[src/rtl/barrier_scheduler_if.sv]
// Spawn offer channel between the barrier scheduler and the playfield.
// The scheduler drives the offer; the playfield answers with ready.
interface barrier_scheduler_if #(
  parameter int unsigned LANE_W = 3
) ();

  logic              spawn_valid;
  logic [LANE_W-1:0] spawn_lane;
  logic              spawn_ready;

  modport master (
    output spawn_valid,
    output spawn_lane,
    input  spawn_ready
  );

  modport slave (
    input  spawn_valid,
    input  spawn_lane,
    output spawn_ready
  );

endinterface

[src/rtl/barrier_scheduler.sv]
// Barrier spawn sequencer: spaces spawns by scroll ticks, picks a lane that avoids
// repeating the previous one, and ramps difficulty as spawns are accepted.
module barrier_scheduler #(
  parameter int unsigned LANES      = 8,
  parameter int unsigned LANE_W     = 3,
  parameter int unsigned BASE_GAP   = 8,
  parameter int unsigned MIN_GAP    = 3,
  parameter int unsigned LEVEL_STEP = 16,
  parameter int unsigned MAX_LEVEL  = 3
) (
  input  logic                clk,
  input  logic                reset,
  input  logic                run,
  input  logic                tick,
  input  logic [9:0]          rnd,
  barrier_scheduler_if.master spawn,
  output logic [1:0]          level
);

  localparam int unsigned CntW = (LEVEL_STEP > 1) ? $clog2(LEVEL_STEP) : 1;

  typedef enum logic [1:0] {
    StIdle,
    StWaitGap,
    StPick,
    StOffer
  } state_e;

  state_e            state_q;
  logic              valid_q;
  logic [LANE_W-1:0] lane_q;
  logic [LANE_W-1:0] last_lane_q;
  logic [1:0]        level_q;
  logic [CntW-1:0]   cnt_q;
  logic [4:0]        gap_q;

  logic              hs;
  logic              cnt_wrap;
  logic [1:0]        level_nxt;
  logic [CntW-1:0]   cnt_nxt;
  logic [LANE_W-1:0] cand;
  logic [LANE_W-1:0] pick_lane;

  // Only the gap offset and lane candidate bits of the LFSR word are consumed.
  logic unused_rnd;
  assign unused_rnd = ^rnd[6:3];

  // Gap reload; an underflow or a result below the floor yields MIN_GAP.
  function automatic logic [4:0] gap_for(input logic [2:0] r, input logic [1:0] lvl);
    logic [5:0] sum;
    logic [5:0] sub;
    sum = 6'(BASE_GAP) + {3'b000, r};
    sub = {3'b000, lvl, 1'b0};
    if ((sum < sub) || ((sum - sub) < 6'(MIN_GAP))) begin
      return 5'(MIN_GAP);
    end
    return 5'(sum - sub);
  endfunction

  always_comb begin
    hs        = (state_q == StOffer) && valid_q && spawn.spawn_ready;
    cnt_wrap  = (cnt_q == CntW'(LEVEL_STEP - 1));
    cnt_nxt   = cnt_wrap ? '0 : cnt_q + CntW'(1);
    level_nxt = level_q;
    if (cnt_wrap && (level_q != 2'(MAX_LEVEL))) begin
      level_nxt = level_q + 2'd1;
    end
    cand      = rnd[9 -: LANE_W];
    pick_lane = (cand == last_lane_q) ? LANE_W'((32'(cand) + 32'd1) % LANES) : cand;
  end

  always_ff @(posedge clk) begin
    if (!reset) begin
      state_q     <= StIdle;
      valid_q     <= 1'b0;
      lane_q      <= '0;
      last_lane_q <= '0;
      level_q     <= 2'd0;
      cnt_q       <= '0;
      gap_q       <= 5'd0;
    end else if (hs) begin
      // An accepted offer always completes, even when run drops on the same edge.
      valid_q     <= 1'b0;
      last_lane_q <= lane_q;
      cnt_q       <= cnt_nxt;
      level_q     <= level_nxt;
      gap_q       <= gap_for(rnd[2:0], level_nxt);
      state_q     <= run ? StWaitGap : StIdle;
    end else if (!run) begin
      state_q <= StIdle;
      valid_q <= 1'b0;
    end else begin
      unique case (state_q)
        StIdle: begin
          valid_q <= 1'b0;
          gap_q   <= gap_for(rnd[2:0], level_q);
          state_q <= StWaitGap;
        end
        StWaitGap: begin
          if (tick) begin
            gap_q <= gap_q - 5'd1;
            if (gap_q <= 5'd1) begin
              state_q <= StPick;
            end
          end
        end
        StPick: begin
          lane_q  <= pick_lane;
          valid_q <= 1'b1;
          state_q <= StOffer;
        end
        StOffer: begin
          // Hold the offer; ticks here are dropped, not banked.
          valid_q <= 1'b1;
        end
        default: begin
          state_q <= StIdle;
          valid_q <= 1'b0;
        end
      endcase
    end
  end

  assign spawn.spawn_valid = valid_q;
  assign spawn.spawn_lane  = lane_q;
  assign level             = level_q;

endmodule

[src/flat_wrapper.sv]
// flat-port wrapper written by rule: the top's interface ports become plain ports
module barrier_scheduler_flat 
#(
  parameter int unsigned LANES      = 8,
  parameter int unsigned LANE_W     = 3,
  parameter int unsigned BASE_GAP   = 8,
  parameter int unsigned MIN_GAP    = 3,
  parameter int unsigned LEVEL_STEP = 16,
  parameter int unsigned MAX_LEVEL  = 3
)
  (clk, reset, run, tick, rnd, level, spawn_spawn_valid, spawn_spawn_lane, spawn_spawn_ready);
  barrier_scheduler_if #(.LANE_W(LANE_W)) spawn_i ();
  input  logic clk;
  input  logic reset;
  input  logic run;
  input  logic tick;
  input  logic [9:0] rnd;
  output logic [1:0] level;
  output wire logic [$bits(spawn_i.spawn_valid)-1:0] spawn_spawn_valid;
  output wire logic [$bits(spawn_i.spawn_lane)-1:0] spawn_spawn_lane;
  input wire logic [$bits(spawn_i.spawn_ready)-1:0] spawn_spawn_ready;
  assign spawn_spawn_valid = spawn_i.spawn_valid;
  assign spawn_spawn_lane = spawn_i.spawn_lane;
  assign spawn_i.spawn_ready = spawn_spawn_ready;
  barrier_scheduler #(.LANES(LANES), .LANE_W(LANE_W), .BASE_GAP(BASE_GAP), .MIN_GAP(MIN_GAP), .LEVEL_STEP(LEVEL_STEP), .MAX_LEVEL(MAX_LEVEL)) u_core (.clk(clk), .reset(reset), .run(run), .tick(tick), .rnd(rnd), .spawn(spawn_i), .level(level));
endmodule
[config.mk]
export PLATFORM = sky130hd
export DESIGN_NAME = barrier_scheduler_flat
export DESIGN_NICKNAME = d
export VERILOG_FILES = /design/src/rtl/barrier_scheduler_if.sv /design/src/rtl/barrier_scheduler.sv /design/src/flat_wrapper.sv
export SDC_FILE = /design/constraint.sdc
export NUM_CORES = 1
export LEC_CHECK = 0
export BUFFER_PORTS_ARGS = -buffer_cell sky130_fd_sc_hd__buf_2
export CORE_ASPECT_RATIO = 0.6
export CORE_MARGIN = 2
export CORE_UTILIZATION = 30
export CTS_BUF_LIST = sky130_fd_sc_hd__clkbuf_8
export DETAILED_ROUTE_END_ITERATION = 10
export PLACE_DENSITY = 0.44
export SLEW_MARGIN = 20
export SYNTH_ARGS = -nofsm -noshare
export SYNTH_HDL_FRONTEND = slang
export SYNTH_SLANG_ARGS = --single-unit
[constraint.sdc]
create_clock -name clk -period 4.1 [get_ports clk]
set_input_delay 1.23 -clock clk [delete_from_list [all_inputs] [get_ports clk]]
set_output_delay 1.23 -clock clk [all_outputs]
set_load 0.05 [all_outputs]
==> results.ini, run 1 <==
[synth]
avgSynthCellArea_um2=8.62
synth_seq_cells=20
syn_inst=154
ys_types=37
ys_warn_count=0
synth_seq_area_share_pct=30.2
syn-cell-area_um2=1330
synth_fp_nets=183

[clocking]
post_cts_resized=0
worst_skew_pair.late_latency_ps=260
cts_tree=built
cts_sinks=20
cts_hold_repair.buffers=0
path_clk_slew_ps=80
cts-root-buf=clkbuf_8
post_cts_buffers=0
htreeDepth=1
clock_path_buffers=2
numCtsBuffers=3

[critical_path]
worstPathMaxFanout=2
worstSetupEndpointType=register
r2r_slack_ps=1710
critPathKind=in2reg
worst_ep_required_time_ps=4230
critPathArrivalTime_ps=2550
critPathLaunchType=primary input

[placed_design]
place_ws_ps=1420
dpl-instance-area_um2=1440
dp_hpwl_um=2210
numPortBuffers=16
gp_congestion=0.800
dpl.cell_count=223

[final_layout]
area_growth_pct=11.9
finalNonFillerCells=226
final_area_um2=1490
antennaDiodeCount=0
fillCellCount=447
final_cell_mix=nand2_1 (21), dfxtp_1 (20), buf_2 (16)
layout_commonest_cell=nand2_1
finalNetCount=197
drive_above_1_share_pct=17.5

[detailed_routing]
wl_met3_um=121
finalWirelength_um=2900
drc=0
drtAntennaViolNets=0
top_layer=met4
wl_per_cell_um=12.8
drt-vias-per-instance=4.81
route.layer.met1.wl_um=1480
drt_iter0_drc=30
vias=1086
dr.pass1.iters=4
route.met2.wl_um=1280

[floorplan]
start_util_pct=31.7
rows=18
die_h_um=55.5
core_area_um2=4190
io_pins=21
dieArea_um2=4990
dieWidth_um=89.9

[power]
cellPowerDensity_nw_per_um2=299
p_leak_nw=0.616
ir_worst_vdd_mv=0.106

[global_route]
antenna_found_initial=0
grt_use_total_pct=12.3
grt_pass1_wl_um=5000
grt_max_degree=19
grt_remaining_overflow=0
grt_pass1_vias=1084

[sta]
fin_ws_ps=1680
fin_crit_ps=2420
rsz0062_at_grt=false
holdWs_ps=472
fin_crit_sh_pct=59.0
hold_viol_final=0
worst_pin_slew_ps=480
finalMaxSlewViolations=0
fmax_mhz=414
relSlewSlack_pct=68.0
tns_ps=0
setup-violations-final=0
finClkSkew_ps=4.40

[run_status]
status=complete, no violations

[run]
drv_cap=0

[min_path]
hp-class=reg2reg

## worst max-delay path, cell delays in order
cell	delay [ps]
buf_2	100
inv_1	70
ha_1	140
inv_1	40
fa_1	520
o21ai_0	110
o21ai_0	280
a31oi_1	60
## area by class of cell
class | count | area [um^2] | share of cell area (%)
clock buffer | 3 | 41.3 | 2.78
inverter | 10 | 37.5 | 2.53
multi-input combinational | 117 | 851 | 57.3
sequential | 20 | 400 | 27.0
tap | 60 | 75.1 | 5.05
timing repair buffer | 16 | 80.1 | 5.39
## path summary, 6_finish.rpt
path                           end                  startpoint  cells past startpoint
max                u_core.gap_q[1]                      rnd[1]                      8
min reg2reg  u_core.last_lane_q[0]  u_core.spawn.spawn_lane[0]                      2
max reg2reg        u_core.gap_q[1]             u_core.cnt_q[0]                     10
min          u_core.last_lane_q[0]  u_core.spawn.spawn_lane[0]                      2
## cell families after synthesis
| kind of cell | count (synthesis) | synth area share [%] |
|---|---|---|
| mux | 9 | 7.16 |
| buf+inv | 17 | 5.75 |
| xor+xnor | 9 | 5.94 |
| compound gates | 31 | 15.6 |
| fa+ha+maj | 14 | 14.3 |
| simple gates | 54 | 21.1 |
| flops | 20 | 30.2 |
## cells in the mapped netlist (all sizes together)
cell	number	area share, %
o2111ai	1	0.66
o21ai	8	3.0
and3	2	0.94
xnor2	4	2.6
mux2	1	1.1
nor2b	1	0.47
a311oi	2	1.8
buf	3	1.8
inv	10	2.8
mux2i	8	6.0
a31oi	2	0.94
nor3	4	4.0
nand2	22	6.8
clkbuf	4	1.1
fa	2	3.0
a211oi	3	2.5
or2	1	0.47
a21boi	1	0.57
nand3	6	2.6
ha	12	11
nor2	15	4.2
dfxtp	20	30
xor2	5	3.3
nand4	1	0.47
o21bai	1	0.57
a211o	1	0.66
a221o	1	0.75
nor3b	2	1.1
a21oi	11	4.1
## per-stage QoR
step | util (%) | power [mW]
finish | 35.5 | 0.443
global route | 35.5 | 0.470
CTS | 35.5 | 0.450
detailed placement | 34.5 | 0.317
global placement | 34.5 | 0.314
floorplan | - | 0.294
## registers in the layout, summed over array words and instances, names as in the netlist, named ones only
register	cells
u_core.spawn.spawn_valid	1
u_core.level	1
u_core.state_q	2
u_core.spawn.spawn_lane	3
u_core.gap_q	5
u_core.cnt_q	4
u_core.last_lane_q	3
## power by group
group	leakage (nW)	total (mW)	internal [mW]	switching [mW]
Combinational	0.432	0.0971	0.0437	0.0534
Sequential	0.162	0.215	0.203	0.0128
Clock	0.0216	0.131	0.0655	0.0655
## metal layers
metal  track usage, %  vias up
met4             3.74        0
met2             19.8       15
met3             4.09        2
met1             15.7      516
li1                 -      553
met5                0        -
Note: power is estimated with default switching activity, not from simulation.
==> run 2, diff against run 1 <==
Settings changed: PLACE_DENSITY 0.44 to 0.45.
Clock period 4.1 ns to 2.2 ns, I/O delays scaled along.
==> run 2 against run 1 <==
Die area is the same. Final cell count grew 4.4%. Clock power grew 120%. First-iteration DRC count shrank 17%. Utilization grew 3.1 points. Largest cell class unchanged.
==> results.ini, run 2 (synthesized netlist as in run 1, its figures left out) <==
[run_status]
status=complete, no violations

[critical_path]
worst_ep_required_time_ps=2390  ; -1840 ps
critPathLaunchType=register
critPathArrivalTime_ps=2300  ; -250 ps
worstSetupEndpointType=register
critPathKind=reg2reg
worstPathMaxFanout=3  ; +1

[detailed_routing]
drc=0  ; unchanged
dr.pass1.iters=4  ; unchanged
finalWirelength_um=3110  ; +7.5%
drt_iter0_drc=25  ; -17%
wl_per_cell_um=13.2  ; +2.9%
drt-vias-per-instance=4.69  ; -2.5%
drtAntennaViolNets=0  ; unchanged
vias=1106  ; +1.8%

[global_route]
grt_use_total_pct=13.0  ; +0.77 points
antenna_found_initial=0  ; unchanged
grt_remaining_overflow=0  ; unchanged
grt_pass1_vias=1064  ; -1.8%
grt_pass1_wl_um=5190  ; +3.7%
grt_max_degree=13  ; -6

[placed_design]
numPortBuffers=16  ; unchanged
place_ws_ps=-4.75  ; -1430 ps
gp_congestion=0.766  ; -4.2%
dp_hpwl_um=2390  ; +8.1%
dpl-instance-area_um2=1510  ; +4.9%

[final_layout]
antennaDiodeCount=0  ; unchanged
postLayoutCoreUtil_pct=38.5  ; +3.1 points
top_register=u_core.gap_q
area_growth_pct=21.6
largest_reg_flops=5  ; unchanged
layout_commonest_cell=nand2_1
final_area_um2=1610  ; +8.7%
finalNetCount=206  ; +4.6%
final_cell_mix=nand2_1 (21), buf_2 (16), dfxtp_1 (16)
drive_above_1_share_pct=28.4  ; +11 points
reg.largest.list=u_core.gap_q x5, u_core.cnt_q x4

[clocking]
cts_sinks=20  ; unchanged
cts_tree=built
htreeDepth=1  ; unchanged
numCtsBuffers=3  ; unchanged
cts-root-buf=clkbuf_8
worst_skew_pair.late_latency_ps=260  ; about the same
clock_path_buffers=2  ; unchanged
cts_hold_repair.buffers=0  ; unchanged
path_clk_slew_ps=80  ; about the same

[power]
cellPowerDensity_nw_per_um2=541  ; +81%
p_leak_nw=0.670  ; +8.8%
ir_worst_vdd_mv=0.187  ; +76%
power_uw=872  ; +97%

[sta]
relSlewSlack_pct=71.0  ; +3.0 points
finClkSkew_ps=1.40  ; -3.00 ps
worst_pin_slew_ps=435  ; -45.5 ps
hold_viol_final=0  ; unchanged
fin_crit_ps=2110
rsz0062_at_grt=true
finalMaxSlewViolations=0  ; unchanged
fin_ws_ps=88.7  ; -1590 ps
holdWs_ps=474  ; +1.59 ps
fmax_mhz=474
fin_crit_sh_pct=96.0
setup-violations-final=0  ; unchanged

[floorplan]
die_h_um=55.5  ; unchanged
dieArea_um2=4990  ; unchanged
io_pins=21  ; unchanged
rows=18  ; unchanged
start_util_pct=31.7  ; unchanged
core_area_um2=4190  ; unchanged
dieWidth_um=89.9  ; unchanged

[min_path]
hp-class=reg2reg

[run]
drv_cap=0  ; unchanged

==> run 2: critical path, stage by stage (launching register included) <==
cell,delay [ps]
dfxtp_2,360
ha_4,150
nand3_4,100
nor2_4,110
xor2_1,150
ha_2,190
inv_2,40
fa_1,530
o21ai_2,200
o21ai_1,90
a31oi_1,140
==> run 2: path summary, 6_finish.rpt <==
check / from / end / slack [ps] / cells past startpoint
hold reg to reg: u_core.spawn.spawn_lane[2] / u_core.last_lane_q[2] / 470 / 2
hold / removal: u_core.spawn.spawn_lane[2] / u_core.last_lane_q[2] / 470 / 2
setup / recovery: u_core.cnt_q[0] / u_core.gap_q[0] / 90 / 10
setup reg to reg: u_core.cnt_q[0] / u_core.gap_q[0] / 90 / 10
==> run 2: area by class of cell <==
| type | count | area [um^2] |
|---|---|---|
| sequential | 20 | 405 |
| clock buffer | 4 | 55.1 |
| multi-input combinational | 117 | 893 |
| timing repair buffer | 25 | 148 |
| fill | 432 | 2570 |
| tap | 60 | 75.1 |
| inverter | 10 | 37.5 |
==> run 2: power by group <==
part	switching, mW	internal (mW)
combinational	0.102	0.0820
sequential	0.0236	0.377
clock	0.128	0.159
==> run 2: layer usage <==
layer	track usage (%)	wire, um
met1	18.4	1600
met2	19.7	1380
met3	3.68	120
met4	3.30	14
met5	0	0
==> run 2: stage by stage <==
stage | instances | setup TNS [ps]
finish | 236 | 0
global route | 236 | -102
CTS | 236 | 0
detailed placement | 232 | -4.75
global placement | 232 | -7.34
floorplan | 154 | 0
==> run 2: what timing repair did <==
| action | in CTS | in global routing |
|---|---|---|
| endpoints found under the hold margin | 0 | 0 |
| gates resized for setup | 2 | 13 |
| setup buffers | 0 | 0 |
| setup endpoints to repair | 1 | 2 |
| pin swaps | 1 | 4 |
==> run 3, diff against run 2 <==
Settings changed: SETUP_SLACK_MARGIN from default to 0.5.
==> run 3 against run 2 <==
Clock-buffer cell count fell by 1. Largest cell class unchanged. Sequential power about the same. Worst setup slack better by 75 ps. Global-route usage barely moved. Sequential cell count unchanged. Die area stayed put. Total power increased by 10%. Utilization is 2.5 points higher. Clock power is 27% higher. Combinational power rose by 6%. Final cell count unchanged. First-iteration DRC count is 24% lower. Critical path type unchanged.
==> results.ini, run 3 (synthesized netlist as in run 1, its figures left out) <==
[power]
ir_worst_vdd_mv=0.216  ; +16%
cellPowerDensity_nw_per_um2=559  ; +3.3%
p_leak_nw=0.675  ; +0.79%

[sta]
fin_crit_ps=2040  ; -75.2 ps
fin_crit_sh_pct=92.5  ; -3.4 points
finClkSkew_ps=2.09  ; +0.689 ps
relSlewSlack_pct=74.7  ; +3.7 points
fmax_mhz=491  ; +3.7%
setup-violations-final=0  ; unchanged
tns_ps=0  ; unchanged
worst_pin_slew_ps=379  ; -55.6 ps
hold_viol_final=0  ; unchanged
finalMaxSlewViolations=0  ; unchanged
rsz0062_at_grt=true

[final_layout]
layout_commonest_cell=nand2_1
final_cell_mix=nand2_1 (21), buf_2 (16), dfxtp_1 (15)
top_register=u_core.gap_q
antennaDiodeCount=0  ; unchanged
largest_reg_flops=5  ; unchanged
area_growth_pct=29.4
reg.largest.list=u_core.gap_q x5, u_core.cnt_q x4
drive_above_1_share_pct=34.1  ; +5.7 points
finalNetCount=206  ; unchanged
postLayoutCoreUtil_pct=41.0  ; +2.5 points

[clocking]
htreeDepth=1  ; unchanged
worst_skew_pair.late_latency_ps=260  ; about the same
cts_hold_repair.buffers=0  ; unchanged
cts_tree=built
clock_path_buffers=2  ; unchanged
path_clk_slew_ps=80  ; about the same
cts_sinks=20  ; unchanged
cts-root-buf=clkbuf_8
numCtsBuffers=3  ; unchanged

[detailed_routing]
top_layer=met4
drt_iter0_drc=19  ; -24%
wl_per_cell_um=12.9  ; -2.2%
route.layer.met1.wl_um=1490  ; -6.7%
dr.pass1.iters=4  ; unchanged
drc=0  ; unchanged
vias=1104  ; -0.18%
finalWirelength_um=3040  ; -2.2%
drtAntennaViolNets=0  ; unchanged
wl_met3_um=103  ; -14%
route.met2.wl_um=1430  ; +3.7%
drt-vias-per-instance=4.68  ; -0.18%

[floorplan]
dieArea_um2=4990  ; unchanged
io_pins=21  ; unchanged
core_area_um2=4190  ; unchanged
dieWidth_um=89.9  ; unchanged
start_util_pct=31.7  ; unchanged
rows=18  ; unchanged
die_h_um=55.5  ; unchanged

[critical_path]
worst_ep_required_time_ps=2340  ; -50 ps
worstPathMaxFanout=2  ; -1
critPathLaunchType=register
worstSetupEndpointType=register
critPathKind=reg2reg
critPathArrivalTime_ps=2180  ; -120 ps

[global_route]
grt_pass1_wl_um=5320  ; +2.5%
grt_remaining_overflow=0  ; unchanged
grt_use_total_pct=13.1  ; +0.040 points
grt_max_degree=13  ; unchanged
grt_pass1_vias=1151  ; +8.2%
antenna_found_initial=0  ; unchanged

[placed_design]
gp_congestion=0.786  ; +2.6%
numPortBuffers=16  ; unchanged
dp_hpwl_um=2280  ; -4.6%

[run]
drv_cap=0  ; unchanged

[run_status]
status=complete, no violations

[min_path]
hp-class=reg2reg

==> run 3: cell count changes in the layout (fill, tap and decap cells not counted), moves of 2 or more <==
cell,before,now
ha_1,10,7
o21ai_0,3,1
fa_2,0,2
dfxtp_2,4,2
dfxtp_4,0,3
ha_4,1,3
fa_1,2,0
==> run 3: power by group <==
group	switching, mW	internal [mW]
registers	0.0237	0.374
clock network	0.124	0.243
logic	0.105	0.0906
total	0.252	0.708
==> run 3: path summary, 6_finish.rpt <==
kind	startpoint	end	slack [ps]	cells after the start
max	u_core.cnt_q[0]	u_core.gap_q[1]	160	10
min	u_core.spawn.spawn_lane[1]	u_core.last_lane_q[1]	470	2
max reg2reg	u_core.cnt_q[0]	u_core.gap_q[1]	160	10
min reg2reg	u_core.spawn.spawn_lane[1]	u_core.last_lane_q[1]	470	2
==> run 3: critical path, stage by stage, from the launching register on <==
cell and delay (ps):
dfxtp_4 360, ha_4 140, nand3_4 80, nor2_4 130
xor2_2 140, ha_2 190, inv_2 40, fa_2 590
o21ai_2 70, o21ai_2 130, a31oi_1 50
==> run 3: final cells by class <==
class                   count  area [um^2]
repair buffers             25          148
fillers                   430         2470
clock inverters             1         30.0
clock buffers               3         41.3
well taps                  60         75.1
inverters                  10         37.5
multi-input cells         117          972
flip-flops and latches     20          414
==> run 3: per-stage QoR <==
step                      worst slack, ps  instance area [um^2]  instances  total power, mW  hold WS (ps)
final                                 164                  1720        236            0.960           472
after global routing                 46.2                  1720        236             1.02           503
after CTS                             137                  1650        234            0.967           473
after detailed placement             74.3                  1520        225            0.588           466
after global placement               76.4                  1520        225            0.583           453
after floorplan                       252                  1390        154            0.546           448
==> run 3: repair_timing <==
item	CTS	global route
resized for setup	7	10
pin swaps	7	1
buffers inserted	5	2
setup endpoints to repair	5	12
hold endpoints to repair	0	0
==> run 3: layer usage <==
metal  global-route usage [%]  vias to the layer above
met2                     21.0                       14
met4                     2.86                        0
met3                     3.82                        2
met1                     17.6                      515
li1                         -                      573
met5                        0                        -
